===== src/rtl/reg_file_mp_pkg.sv =====
// Shared defaults and helpers for the multi-port integer register file.
package reg_file_mp_pkg;

    localparam int RF_XLEN   = 32;
    localparam int RF_ADDR_W = 5;
    localparam int RF_NUM_RD = 2;
    localparam int RF_NUM_WR = 2;
    localparam int RF_BYPASS = 1;

    function automatic int pow2(input int n);
        return 1 << n;
    endfunction

endpackage


===== src/rtl/reg_file_scoreboard.sv =====
// Pending-write busy bits: set on issue, cleared by writeback, set wins.
module reg_file_scoreboard
    import reg_file_mp_pkg::*;
#(
    parameter int ADDR_WIDTH = RF_ADDR_W,
    parameter int NUM_RD     = RF_NUM_RD,
    parameter int NUM_WR     = RF_NUM_WR
) (
    input  logic                         clk,
    input  logic                         rst_n,
    input  logic                         i_set,
    input  logic [ADDR_WIDTH-1:0]        i_set_adr,
    input  logic [NUM_WR-1:0]            i_clr,
    input  logic [NUM_WR*ADDR_WIDTH-1:0] i_clr_adr,
    input  logic [NUM_RD*ADDR_WIDTH-1:0] i_qry_adr,
    output logic [NUM_RD-1:0]            o_busy
);

    localparam int DEPTH = pow2(ADDR_WIDTH);

    logic [DEPTH-1:0]      r_busy;
    logic [DEPTH-1:0]      w_nxt;
    logic [ADDR_WIDTH-1:0] w_cadr [NUM_WR];

    generate
        for (genvar j = 0; j < NUM_WR; j++) begin : g_clr
            assign w_cadr[j] = i_clr_adr[j*ADDR_WIDTH +: ADDR_WIDTH];
        end
    endgenerate

    // Clears first, then set, so a newly issued producer overrides writeback.
    always_comb begin
        w_nxt = r_busy;
        for (int j = 0; j < NUM_WR; j++) begin
            if (i_clr[j] && (w_cadr[j] != '0)) begin
                w_nxt[w_cadr[j]] = 1'b0;
            end
        end
        if (i_set && (i_set_adr != '0)) begin
            w_nxt[i_set_adr] = 1'b1;
        end
        w_nxt[0] = 1'b0;
    end

    always_ff @(posedge clk or negedge rst_n) begin
        if (!rst_n) begin
            r_busy <= '0;
        end else begin
            r_busy <= w_nxt;
        end
    end

    generate
        for (genvar i = 0; i < NUM_RD; i++) begin : g_qry
            assign o_busy[i] = r_busy[i_qry_adr[i*ADDR_WIDTH +: ADDR_WIDTH]];
        end
    endgenerate

endmodule


===== src/rtl/reg_file_mp.sv =====
// Multi-port register file: prioritised writes, optional bypass, x0 hardwired.
module reg_file_mp
    import reg_file_mp_pkg::*;
#(
    parameter int XLEN       = RF_XLEN,
    parameter int ADDR_WIDTH = RF_ADDR_W,
    parameter int NUM_RD     = RF_NUM_RD,
    parameter int NUM_WR     = RF_NUM_WR,
    parameter int BYPASS     = RF_BYPASS
) (
    input  logic                         clk,
    input  logic                         rst_n,
    input  logic [NUM_RD*ADDR_WIDTH-1:0] rd_adr,
    output logic [NUM_RD*XLEN-1:0]       rd_data,
    output logic [NUM_RD-1:0]            rd_busy,
    input  logic [NUM_WR-1:0]            we,
    input  logic [NUM_WR*ADDR_WIDTH-1:0] wr_adr,
    input  logic [NUM_WR*XLEN-1:0]       wr_data,
    input  logic                         sb_set,
    input  logic [ADDR_WIDTH-1:0]        sb_adr
);

    localparam int DEPTH = pow2(ADDR_WIDTH);

    logic [XLEN-1:0]       r_mem [DEPTH];
    logic [ADDR_WIDTH-1:0] w_wadr [NUM_WR];
    logic [XLEN-1:0]       w_wdat [NUM_WR];
    logic [NUM_WR-1:0]     w_wen;
    logic [NUM_RD-1:0]     w_busy_q;

    generate
        for (genvar j = 0; j < NUM_WR; j++) begin : g_wr
            assign w_wadr[j] = wr_adr[j*ADDR_WIDTH +: ADDR_WIDTH];
            assign w_wdat[j] = wr_data[j*XLEN +: XLEN];
            assign w_wen[j]  = we[j] && (w_wadr[j] != '0);
        end
    endgenerate

    // Ascending port order: the last assignment, the highest port, wins.
    always_ff @(posedge clk or negedge rst_n) begin
        if (!rst_n) begin
            for (int k = 0; k < DEPTH; k++) begin
                r_mem[k] <= '0;
            end
        end else begin
            for (int j = 0; j < NUM_WR; j++) begin
                if (w_wen[j]) begin
                    r_mem[w_wadr[j]] <= w_wdat[j];
                end
            end
        end
    end

    reg_file_scoreboard #(
        .ADDR_WIDTH (ADDR_WIDTH),
        .NUM_RD     (NUM_RD),
        .NUM_WR     (NUM_WR)
    ) u_sb (
        .clk       (clk),
        .rst_n     (rst_n),
        .i_set     (sb_set),
        .i_set_adr (sb_adr),
        .i_clr     (w_wen),
        .i_clr_adr (wr_adr),
        .i_qry_adr (rd_adr),
        .o_busy    (w_busy_q)
    );

    generate
        for (genvar i = 0; i < NUM_RD; i++) begin : g_rd
            logic [ADDR_WIDTH-1:0] w_radr;
            logic [XLEN-1:0]       w_fwd;
            logic                  w_match;

            assign w_radr = rd_adr[i*ADDR_WIDTH +: ADDR_WIDTH];

            always_comb begin
                w_match = 1'b0;
                w_fwd   = '0;
                for (int j = 0; j < NUM_WR; j++) begin
                    if (w_wen[j] && (w_wadr[j] == w_radr)) begin
                        w_match = 1'b1;
                        w_fwd   = w_wdat[j];
                    end
                end
            end

            // Outputs are forced low during reset so bypass cannot leak data.
            assign rd_data[i*XLEN +: XLEN] =
                (!rst_n || (w_radr == '0)) ? '0 :
                ((BYPASS != 0) && w_match) ? w_fwd :
                r_mem[w_radr];

            assign rd_busy[i] = rst_n && w_busy_q[i] &&
                                !((BYPASS != 0) && w_match);
        end
    endgenerate

endmodule


===== config.mk =====
export PLATFORM = sky130hd
export DESIGN_NAME = reg_file_mp
export DESIGN_NICKNAME = d
export VERILOG_FILES = /design/src/rtl/reg_file_mp_pkg.sv /design/src/rtl/reg_file_scoreboard.sv /design/src/rtl/reg_file_mp.sv
export SDC_FILE = /design/constraint.sdc
export NUM_CORES = 2
export LEC_CHECK = 0
export ABC_CLOCK_PERIOD_IN_PS = 4360
export BUFFER_PORTS_ARGS = -buffer_cell sky130_fd_sc_hd__buf_2
export CAP_MARGIN = 20
export CORE_MARGIN = 2
export CORE_UTILIZATION = 45
export CTS_CLUSTER_SIZE = 25
export DETAILED_ROUTE_END_ITERATION = 16
export SLEW_MARGIN = 25
export SYNTH_ARGS = -nofsm -noshare
export SYNTH_HDL_FRONTEND = slang
export SYNTH_SLANG_ARGS = --single-unit

===== constraint.sdc =====
create_clock -name clk -period 4.36 [get_ports clk]
set_input_delay 1.09 -clock clk [delete_from_list [all_inputs] [get_ports clk]]
set_output_delay 1.09 -clock clk [all_outputs]
set_load 0.05 [all_outputs]

# Yosys cells after proc, flatten, opt, wreduce, memory -nomap -nowiden
# Index checks and enable logic that the tools add are counted.
[op_classes] n_addsub=0 multipliers=0 n_div=0 magnitude_cmp=14 n_eq_ne=4 n_shift=0 mux=39 bitwise=9 reduce_logical=28
[op_table] op="$bwmux 1024" count=2
[op_table] op="$mux 1024" count=2
[op_table] op="$mux 32" count=17
[op_table] op="$bmux 32 s5" count=2
[op_table] op="$demux 32 s5" count=2
[op_table] op="$and 32x32->32" count=2
[op_table] op="$not 32->32" count=2
[op_table] op="$or 32x32->32" count=1
[op_table] op="$lt 5x6->1 const B" count=5
[op_table] op="$ge 6x6->1 const B" count=4
[op_table] op="$not 5->6" count=4
[op_table] op="$eq 5x5->1" count=4
[op_table] op="$logic_and 1x1->1" count=18
[op_table] op="$demux 1 s5" count=3
[op_table] op="$ge 5x1->1 const B" count=3
[op_table] op="$reduce_bool 5->1" count=3
[op_table] op="$lt 6x1->1 const B" count=2
[op_table] op="$bmux 1 s5" count=2
[op_table] op="$logic_not 5->1" count=2
[op_table] op="$mux 1" count=9
[op_table] op="$logic_not 1->1" count=3
[op_table] op="$logic_or 1x1->1" count=2
[totals] regBits=1055 latchBits=0 ramBits=0 rom_bits=0 wordCells=127 memories=0

# Depth between registers and ports, before layout
[depth] ltp_word=11 mapped_depth=9 ltp_nobuf=5

# Hierarchy
# From an unflattened synthesis, not the netlist that was laid out.
[hier_totals] hier_cells=6284 area_unflattened_um2=67069.3
[by_module_without_submodules] module="reg_file_mp" n_inst=1 cells_per_inst=6054 area_each_um2=64887.2
[by_module_without_submodules] module="reg_file_scoreboard" n_inst=1 cells_per_inst=230 area_each_um2=2182.1

# Worst setup path after synthesis
# OpenSTA, ideal clock, no wires.
[synth_timing] path_type="input to output" startpoint="input wr_adr[0]" endpoint="output rd_busy[1]" t_arrival_ns=3.799 slack_ns=-0.529 path_stages=8 n_path_buf=4 path_cell_list="buf_4 > or2_1 > buf_4 > o21ai_1 > nor4_1 > buf_2 > buf_2 > nor4b_1"
[synth_via] elab_chain_len=7 word_cells_on_any_way=8 cone_classes="eq/ne (1); mux (2); reduce/logical (5)"
[synth_rtl] element="start: declaration" line="reg_file_mp.sv:17" rtl="input logic [NUM_WR*ADDR_WIDTH-1:0] wr_adr,"
[synth_rtl] element="$reduce_bool 5->1" line="reg_file_mp.sv:35" rtl="assign w_wen[j] = we[j] && (w_wadr[j] != '0);"
[synth_rtl] element="$logic_and 1x1->1" line="reg_file_mp.sv:35"
[synth_rtl] element="$logic_and 1x1->1 (*)" line="reg_file_mp.sv:81" rtl="if (w_wen[j] && (w_wadr[j] == w_radr)) begin"
[synth_rtl] element="$mux 1 (*) (2 in series)" line="reg_file_mp.sv:81"
[synth_rtl] element="$logic_not 1->1 (*)" line="reg_file_mp.sv:95" rtl="!((BYPASS != 0) && w_match);"
[synth_rtl] element="$logic_and 1x1->1 (*)" line="reg_file_mp.sv:94" rtl="assign rd_busy[i] = rst_n && w_busy_q[i] &&"
[synth_rtl] element="end: declaration" line="reg_file_mp.sv:15" rtl="output logic [NUM_RD-1:0] rd_busy,"
# Every way passes the cells marked *; elsewhere a longest branch is shown, timed or not.

# Worst setup path in the final report
[layout_timing] startpoint="input rd_adr[5]" endpoint="output rd_data[63]"
[layout_via] elab_chain_len=6 word_cells_on_any_way=16 cone_classes="eq/ne (2); mux (9); bitwise (1); reduce/logical (4)"
[layout_rtl] element="start: declaration" line="reg_file_mp.sv:13" rtl="input logic [NUM_RD*ADDR_WIDTH-1:0] rd_adr,"
[layout_rtl] element="$not 5->6 (not written as such) or $eq 5x5->1 (tied branches)" line="reg_file_mp.sv:92, reg_file_mp.sv:81"
[layout_rtl] element="$bmux 32 s5 or $logic_and 1x1->1 (tied branches)" line="reg_file_mp.sv:92, reg_file_mp.sv:81"
[layout_rtl] element="$mux 32 (not written as such), or another cell as far along (2 in series)" line="reg_file_mp.sv:92" rtl="r_mem[w_radr];"
[layout_rtl] element="$mux 32" line="reg_file_mp.sv:91" rtl="((BYPASS != 0) && w_match) ? w_fwd :"
[layout_rtl] element="$mux 32 (*)" line="reg_file_mp.sv:90" rtl="(!rst_n || (w_radr == '0)) ? '0 :"
[layout_rtl] element="end: declaration" line="reg_file_mp.sv:14" rtl="output logic [NUM_RD*XLEN-1:0] rd_data,"
# Every way passes the cells marked *; elsewhere a longest branch is shown, timed or not. The select of a mux whose other input is x is not followed.

==> flow_metrics.tcl <==
set metrics [dict create \
    status "finished, violations left" \
    violations "setup timing" \
    irDropWorstVdd_v 0.000360 \
    htreeDepth 3 \
    hold_viol 0 \
    finish.net_count 6767 \
    core_um2 148000 \
    path_clk_slew_ps 60 \
    synthToLayoutAreaGrowth_pct 17.2 \
    die_h_um 390 \
    finalClockSkew_ps 0 \
    worstPathMaxFanout 15 \
    setup_viol 6 \
    seq_area_frac_synth_pct 39.5 \
    dp_slack_ps -490 \
    synth_top_area_share_pct 39.5 \
    worst_pin_slew_ps 1070 \
    synth.top_cells.by_area "dfrtp_1 (39%), mux2i_1 (18%), mux4_2 (9.2%)" \
    routedWlPerCell_um 34.9 \
    synth.most_common_cell "mux2i_1" \
    io_buffers 159 \
    routed_wl_um 304000 \
    rows 141 \
    ant_nets 0 \
    setup_slack_ps -75.5 \
    wl_met2_um 125000 \
    fin_setup_tns_ps -230 \
    path_cells "bufbuf_16, buf_16, nor2_4, buf_4, a22oi_1, nand3_1, nand4_1, a221o_1, buf_4" \
    avgSynthCellArea_um2 9.90 \
    drive_gt1_share_pct 22.4 \
    root_buffer "clkbuf_16" \
    start_kind "input port" \
    synth_seq_cells 1055 \
    cts_buffers 119 \
    top_layer "met5" \
    cp_slowest_stage_delay_ps 460 \
    final_area_um2 78400 \
    rsz0062_at_grt "true" \
    synth_cell_type_count 57 \
    met3RoutedLength_um 42800 \
    drtPass1Iterations 8 \
    synth_edf_count 0 \
    fmax_ghz 0.225 \
    maxCapViolations 0 \
    met1Wirelength_um 116000 \
    slowest_stage "a221o_1" \
    slew_headroom_pct 28.4 \
    start_util_pct 45.3 \
    place_area_um2 72800 \
    critical_path_class "in2out" \
    fin_crit_ps 4440 \
    synthArstFlopShare_pct 100 \
    yosysTopAreaCell "dfrtp_1" \
    critical_path_arrival_ps 3350 \
    cts_tree "yes" \
    min_path_type "reg2reg" \
    grt_pass1_wl_um 425000 \
    gp_congestion 0.931 \
    syn_inst 6758 \
    ctsLongestPathBuffers 3 \
    syn-num-nets 6852 \
    yosysWarnings 0 \
    clock_latency_ps 770 \
    p_leak_nw 33.6 \
    power_density_nw_per_um2 444 \
    crit_top_cell "buf_4" \
    cts.sinks 1055 \
    fin_crit_sh_pct 102 \
    drt_iter0_drc 9617 \
    die_w_um 390 \
    antenna_found_initial 9 \
    ios 160 \
    vias 60064 \
    syn-cell-area_um2 66900 \
    grt_start_max_net_pins 169 \
    synthFlopType "dfrtp_1" \
    synth_commonest_cells "mux2i_1 (1,196), dfrtp_1 (1,055), a21oi_1 (695)" \
    maxSlewViolCount 0 \
    grt_util_all_layers_pct 38.9 \
    grt_pass1_vias 56125 \
    required_ps 3270 \
    vias_per_cell 6.90 \
    die_area_um2 152000 \
    grt.overflow.total 0 \
    cp-end-kind "output pin" \
    dp_hpwl_um 181000 \
    route.detailed.drc 0 \
]
[critical path, delay by kind of cell]
family          cells  cell delay (ps)
buf+inv             4              990
simple gates        3              640
compound gates      2              610
[path summary, 6_finish.rpt]
check / start / endpoint / slack [ps] / cells after the start
worst min register to register: r_mem[1016] / r_mem[1016] / 400 / 0
worst min-delay path: r_mem[1016] / r_mem[1016] / 400 / 0
worst max register to register: r_mem[234] / r_mem[234] / 3520 / 2
min in group asynchronous: rst_n / r_mem[990] / 510 / 2
max in group asynchronous: rst_n / r_mem[728] / 1420 / 5
worst max-delay path: rd_adr[5] / rd_data[63] / -80 / 9
[where the power goes]
group	switching, mW	internal, mW	leakage (nW)
Sequential	2.35	12.3	12.8
Clock	4.60	6.25	2.05
Combinational	4.49	4.75	18.7
[routing by layer]
| layer | track usage, % | vias up |
|---|---|---|
| li1 | - | 24490 |
| met3 | 12.5 | 1077 |
| met5 | 0 | - |
| met4 | 23.0 | 4 |
| met2 | 54.1 | 4751 |
| met1 | 52.8 | 29742 |
[what timing repair did]
item	in CTS	in global routing
endpoints found under the setup margin	54	60
gates resized for setup	56	85
pin swaps	9	23
gates cloned	6	6
buffers inserted	15	27
hold buffers	0	0
[placed cells by master, fill, tap and decap left out, types with 18 or more instances in the layout]
cell	netlist	final
mux2i_1	1196	1196
dfrtp_1	1055	1055
a21oi_1	695	695
nor2_1	589	566
nand2_1	528	497
buf_4	22	336
mux4_2	274	274
mux2_2	217	217
o21ai_0	211	211
o21ai_1	218	211
buf_12	0	181
a22oi_1	191	180
clkbuf_16	0	125
buf_2	196	98
o22ai_1	93	93
a31oi_1	89	82
a22o_1	68	68
nand3_1	54	51
nor3_1	72	51
a211oi_1	48	40
nor2b_1	38	35
clkbuf_8	0	34
a221o_1	32	32
o31ai_1	31	31
nand2_4	0	30
a32oi_1	31	30
clkinv_2	0	26
nor2_4	0	24
clkbuf_1	514	21
nand4_1	20	20
nor3_2	2	20
buf_6	12	19
and2_1	25	18
[final cells by class]
| cell class | instances | area, um^2 |
|---|---|---|
| Antenna cell | 7 | 17.5 |
| Tap cell | 1930 | 2410 |
| Clock inverter | 48 | 628 |
| Timing Repair Buffer | 671 | 7690 |
| Multi-Input combinational cell | 4822 | 37700 |
| Inverter | 4 | 15.0 |
| Clock buffer | 174 | 3520 |
| Fill cell | 12780 | 69300 |
| Sequential cell | 1055 | 26400 |
[cells by family (layout without fill, tap and decap cells)]
family / after synthesis / count (layout) / share of synthesized area (%)
compound gates: 1731 / 1731 / 15.3
mux: 1687 / 1687 / 30.8
simple gates: 1384 / 1384 / 8.62
flops: 1055 / 1055 / 39.5
buf+inv: 881 / 897 / 5.57
xor+xnor: 20 / 20 / 0.262
other cells: 0 / 7 / 0
[flip-flops by register name, summed over array words and instances, names as in the netlist]
signal and cells:
r_mem 1024, u_sb.r_busy 31
[through the flow]
stage	power [mW]	hold WS (ps)	std cells	utilization, %
after CTS	34.3	400	8673	52.5
final	34.8	398	8711	53.1
after floorplan	20.2	445	6758	-
after global placement	23.2	381	8429	49.3
after detailed placement	23.5	387	8430	49.3
after global routing	36.0	409	8708	53.1
(Power assumes the default switching activity.)
